## src/rtl/dsp_tx_demux36.sv

```systemverilog
// Steers whole 36-bit DSP packets to one of four TX channels by the SOF channel field.
// Masked packets and orphan words are swallowed and counted so the stream never stalls.
`timescale 1ns/1ps
module dsp_tx_demux36 #(
    parameter int BASE    = 0,
    parameter int SEL_LSB = 16
) (
    input  logic        clk,
    input  logic        reset,
    input  logic        clear,
    input  logic        set_stb,
    input  logic [7:0]  set_addr,
    input  logic [31:0] set_data,
    input  logic [35:0] data_i,
    input  logic        src_rdy_i,
    output logic        dst_rdy_o,
    output logic [35:0] data_o,
    output logic [3:0]  src_rdy_o,
    input  logic [3:0]  dst_rdy_i,
    output logic [15:0] drop_count,
    output logic [15:0] err_count,
    output logic [1:0]  state_o
);

    typedef enum logic [1:0] {
        IDLE = 2'd0,
        FWD  = 2'd1,
        DROP = 2'd2
    } state_t;

    localparam logic [7:0] BASE_A = 8'(BASE);

    state_t      state_q, state_d;
    logic [1:0]  ch_q, ch_d;
    logic [3:0]  mask_q, mask_d;
    logic [15:0] drop_q, err_q;

    logic [1:0] sel;
    logic       sof, eof, en_sel;
    logic       xfer, drop_inc, err_inc;
    logic       unused_ok;

    assign sel       = data_i[SEL_LSB +: 2];
    assign sof       = data_i[32];
    assign eof       = data_i[33];
    assign en_sel    = mask_q[sel];
    assign data_o    = data_i;
    assign unused_ok = ^set_data[31:4];

    assign mask_d = (set_stb && set_addr == BASE_A) ? set_data[3:0] : mask_q;

    // Ready is decoded on its own so the transfer term has no loop through the FSM logic.
    always_comb begin
        dst_rdy_o = 1'b1;
        src_rdy_o = '0;
        unique case (state_q)
            IDLE: begin
                if (sof && en_sel) begin
                    dst_rdy_o      = dst_rdy_i[sel];
                    src_rdy_o[sel] = src_rdy_i;
                end
            end
            FWD: begin
                dst_rdy_o       = dst_rdy_i[ch_q];
                src_rdy_o[ch_q] = src_rdy_i;
            end
            default: begin
                dst_rdy_o = 1'b1;
            end
        endcase
    end

    assign xfer = src_rdy_i && dst_rdy_o;

    always_comb begin
        state_d  = state_q;
        ch_d     = ch_q;
        drop_inc = 1'b0;
        err_inc  = 1'b0;
        unique case (state_q)
            IDLE: begin
                if (xfer && sof) begin
                    ch_d = sel;
                    if (en_sel) begin
                        if (!eof) state_d = FWD;
                    end else begin
                        drop_inc = 1'b1;
                        if (!eof) state_d = DROP;
                    end
                end else if (xfer) begin
                    err_inc = 1'b1;
                end
            end
            FWD, DROP: begin
                if (xfer && eof) state_d = IDLE;
            end
            default: begin
                state_d = IDLE;
            end
        endcase
    end

    always_ff @(posedge clk) begin
        if (reset || clear) begin
            state_q <= IDLE;
            ch_q    <= 2'd0;
            drop_q  <= 16'd0;
            err_q   <= 16'd0;
        end else begin
            state_q <= state_d;
            ch_q    <= ch_d;
            if (drop_inc) drop_q <= drop_q + 16'd1;
            if (err_inc)  err_q  <= err_q + 16'd1;
        end
        // The channel mask survives clear; only a full reset restores it.
        if (reset) mask_q <= 4'hF;
        else       mask_q <= mask_d;
    end

    assign drop_count = drop_q;
    assign err_count  = err_q;
    assign state_o    = state_q;

endmodule

```

## config.mk

```make
export PLATFORM = sky130hd
export DESIGN_NAME = dsp_tx_demux36
export DESIGN_NICKNAME = d
export VERILOG_FILES = /design/src/rtl/dsp_tx_demux36.sv
export SDC_FILE = /design/constraint.sdc
export NUM_CORES = 1
export LEC_CHECK = 0
export CAP_MARGIN = 15
export CORE_MARGIN = 2
export CORE_UTILIZATION = 37
export CTS_BUF_LIST = sky130_fd_sc_hd__clkbuf_2 sky130_fd_sc_hd__clkbuf_4 sky130_fd_sc_hd__clkbuf_8
export CTS_CLUSTER_SIZE = 25
export DETAILED_ROUTE_END_ITERATION = 10
export GPL_TIMING_DRIVEN = 0
export PLACE_DENSITY_LB_ADDON = 0.25
export REMOVE_ABC_BUFFERS = 1
export SYNTH_ARGS = -nofsm -noshare
export SYNTH_HDL_FRONTEND = slang
export SYNTH_SLANG_ARGS = --single-unit
```

## constraint.sdc

```tcl
create_clock -name clk -period 2.4 [get_ports clk]
set_input_delay 0.36 -clock clk [delete_from_list [all_inputs] [get_ports clk]]
set_output_delay 0.36 -clock clk [all_outputs]
set_load 0.01 [all_outputs]
```

==> results by group <==
Status
  – Status: complete, no violations

Power and ir drop
  – Pwr Density: around 460 nW/µm²
  – Worst VDD drop: 0.000274 V
  – Pleak: 1.03 nW

Yosys
  – Prevailing post-synth register cell: sky130_fd_sc_hd__dfxtp_1
  – Register area share after synthesis: 0.344
  – Mean instance size in the synthesized netlist: 8.12 µm²
  – Largest cells by area after synthesis: sky130_fd_sc_hd__dfxtp_1, sky130_fd_sc_hd__buf_4, sky130_fd_sc_hd__nor2_1, sky130_fd_sc_hd__xor2_1, sky130_fd_sc_hd__nand2_1
  – Post-Syn Area: 2330 µm²
  – Share of the synthesized area in the top cell type: 0.344
  – Synthesis warning total: 0
  – Count of distinct cell types in the synthesized netlist: 46
  – Async set or reset register ratio after synthesis: 0
  – EDFF count, synth: 0
  – Cell accounting for the most synthesized area: sky130_fd_sc_hd__dfxtp_1
  – Post-synthesis cell count: 287
  – Flops & latches, synth: 40

Drt
  – Via/cell ratio: 5.22
  – Average wire per cell in the routed design: 15.6 µm
  – Final wirelength: 6.18 mm
  – Initial DRT Pass Iterations: 4
  – Iter 0 DRT Violations: between 90 and 100
  – Post-detailed-route count of antenna-violating nets: 0
  – DRC: 0
  – Via count: 2073

Worst hold path
  – Start point of the worst hold path: data_i[16]
  – Worst Hold End: ch_q[0]
  – Worst hold path class: input pin to flip-flop
  – Hold-critical path depth: 3

Worst setup path
  – Path type of the worst setup path: flip-flop to flip-flop
  – Crit path capture type: flip-flop
  – Setup slack, reg-to-reg: 0.12 ns
  – Arrival @ worst endpoint: 2.44 ns
  – CP required: 2.56 ns
  – Launch instance of the worst register-to-register path: mask_q[3]
  – Maximum fanout count along the critical path: 9
  – Endpoint of the most critical register-to-register path: drop_count[13]
  – Count of cells along the worst register-to-register path: 7
  – Critical path startpoint category: flip-flop

Placement
  – Number of buffer cells added on primary ports: 67
  – Placer's final routability congestion estimate: between 0.8 and 0.9
  – Placed Cells incl. Taps: 382
  – Post-detailed-placement half-perimeter wirelength: 4.49 mm

CTS
  – Clock tree from TritonCTS: done
  – Number of buffers inserted by hold repair at cts: 0
  – H-tree levels: 2
  – Skew-Pair Late Insertion Delay: 0.30 ns
  – Maximum root-to-sink buffer count: 2
  – CTS sink count: 40
  – Clock transition at path regs: 0.08 ns
  – Root Driver: sky130_fd_sc_hd__clkbuf_8
  – Cts bufs inserted: 5

Die
  – Placeable core region: 5990 µm²
  – Die ar.: between 6000 and 7000 µm²
  – Die extent in x: between 80 and 90 µm
  – Initial core utilization: 0.389
  – Std cell rows: 28
  – Overall die height: about 83 µm
  – Number of top-level pins: 160

GRT
  – Congestion Overflow GR: 0
  – Initial antenna violation count: 0
  – First-pass GRT wire length: 9.55 mm
  – Pin count of the biggest net entering global routing: 35
  – Combined global-route utilization of all metal layers: 0.174
  – Vias in the first global route: 1845

Final layout
  – Relative area change from synthesis to final layout: 28.1%
  – Leading cell type in the layout, fill and taps excluded: sky130_fd_sc_hd__clkdlybuf4s50_1
  – Diode insertion count for antenna repair: 0
  – Final Net Count: 410
  – Post-route insts no fill: a little under 400
  – Share of post-route cells with drive strength above 1: 0.0994
  – Count of fill cells added during filler insertion: 580
  – Commonest cells after routing, fill and taps aside: sky130_fd_sc_hd__clkdlybuf4s50_1, sky130_fd_sc_hd__dfxtp_1, sky130_fd_sc_hd__nor2_1

Flow run
  – Count of max-cap constraint violations: 0

Timing
  – Min Clock Period, post-route: 2.28 ns
  – Final max-slew violation count: 0
  – Max Fclk: around 440 MHz
  – Pin slew with the least headroom to its limit: 0.697 ns
  – Setup skew after layout: 0.00723 ns
  – Relative slew slack: 0.523
  – Min Hold Slack: ~0.40 ns
  – Period utilisation layout: 0.950
  – Final setup violation count: 0
  – Total count of hold-check failures in the final report: 0
-- metrics by stage --
step                      worst slack, ns  TNS (ns)  power [W]  cell area, µm²  utilization
after floorplan                     0.256         0   0.000731            2010            -
after global placement             -0.702     -9.47   0.000809            2770        0.463
after detailed placement           -0.691     -9.94   0.000809            2770        0.463
after CTS                          0.0292         0    0.00137            2920        0.488
after global routing             -0.00646   -0.0110    0.00142            2980        0.498
final                               0.120         0    0.00136            2980        0.498
-- metal layers --
layer	global-route usage	wire, µm
met1	0.226	2780
met2	0.218	2390
met3	0.130	893
met4	0.0492	74
met5	0.0379	34
-- logic make-up (layout without fill, tap and decap cells) --
kind of cell | Yosys count | after routing | share of synthesized area
muxes | 7 | 7 | 0.0419
and+or+nand+nor | 117 | 117 | 0.254
AOI/OAI and AO/OA | 37 | 37 | 0.0983
xor gates and xnor gates | 22 | 22 | 0.0827
adders and majority gates | 4 | 4 | 0.0215
DFF | 40 | 40 | 0.344
buffers and inverters | 60 | 95 | 0.158
-- how the worst max path moves through the flow --
stage,slack [ns],end,from
global placement,-0.70,src_rdy_o[3],data_i[16]
detailed placement,-0.69,src_rdy_o[3],data_i[16]
finish,0.12,drop_count[13],mask_q[3]
floorplan,0.26,drop_count[7],data_i[16]
CTS,0.03,src_rdy_o[1],state_o[1]
global route,-0.006,err_count[13],state_o[0]
-- power breakdown --
group,switching (W),internal [W]
logic,0.0000585,0.0000700
clock network,0.000242,0.000320
registers,0.00000346,0.000665
total,0.000304,0.00106
-- area by class of cell --
class	count	area, µm²	share of cell area
well taps	75	93.8	0.0314
flip-flops and latches	40	801	0.268
clock buffers	6	76.3	0.0256
repair buffers	74	723	0.242
clock inverters	2	35.0	0.0117
multi-input cells	187	1210	0.404
inverters	13	48.8	0.0164
-- synth_stat cells (2+ instances only) --
| master | count |
|---|---|
| sky130_fd_sc_hd__a211o_1 | 4 |
| sky130_fd_sc_hd__a21oi_1 | 11 |
| sky130_fd_sc_hd__a31oi_1 | 2 |
| sky130_fd_sc_hd__buf_4 | 36 |
| sky130_fd_sc_hd__clkbuf_1 | 9 |
| sky130_fd_sc_hd__dfxtp_1 | 40 |
| sky130_fd_sc_hd__ha_1 | 4 |
| sky130_fd_sc_hd__inv_1 | 13 |
| sky130_fd_sc_hd__mux2_2 | 2 |
| sky130_fd_sc_hd__mux2i_1 | 3 |
| sky130_fd_sc_hd__mux4_2 | 2 |
| sky130_fd_sc_hd__nand2_1 | 26 |
| sky130_fd_sc_hd__nand2b_1 | 2 |
| sky130_fd_sc_hd__nand3_1 | 12 |
| sky130_fd_sc_hd__nand4_1 | 6 |
| sky130_fd_sc_hd__nor2_1 | 35 |
| sky130_fd_sc_hd__nor2b_1 | 2 |
| sky130_fd_sc_hd__nor3_1 | 6 |
| sky130_fd_sc_hd__nor4_1 | 3 |
| sky130_fd_sc_hd__nor4_2 | 2 |
| sky130_fd_sc_hd__o21ai_0 | 11 |
| sky130_fd_sc_hd__or3_1 | 11 |
| sky130_fd_sc_hd__or4_1 | 2 |
| sky130_fd_sc_hd__xnor2_1 | 10 |
| sky130_fd_sc_hd__xor2_1 | 12 |
-- worst max-delay path: stages (launching register included) --
cell and delay [ns]:
sky130_fd_sc_hd__dfxtp_1 0.31, sky130_fd_sc_hd__mux4_2 0.49, sky130_fd_sc_hd__buf_4 0.16, sky130_fd_sc_hd__buf_4 0.16, sky130_fd_sc_hd__or4b_4 0.61, sky130_fd_sc_hd__nor3_1 0.20
sky130_fd_sc_hd__xnor2_1 0.15, sky130_fd_sc_hd__nor2_1 0.05
-- sequential cells by signal, indices dropped and copies added, names as in the netlist --
| name | flops |
|---|---|
| ch_q | 2 |
| drop_count | 16 |
| err_count | 16 |
| mask_q | 4 |
| state_o | 2 |
-- what timing repair did --
action,CTS,global route
pin swaps,0,1
setup endpoints to repair,17,3
resized for setup,17,6
gates cloned,0,0
buffers inserted,2,5
Power figures use the tool's default switching activity.
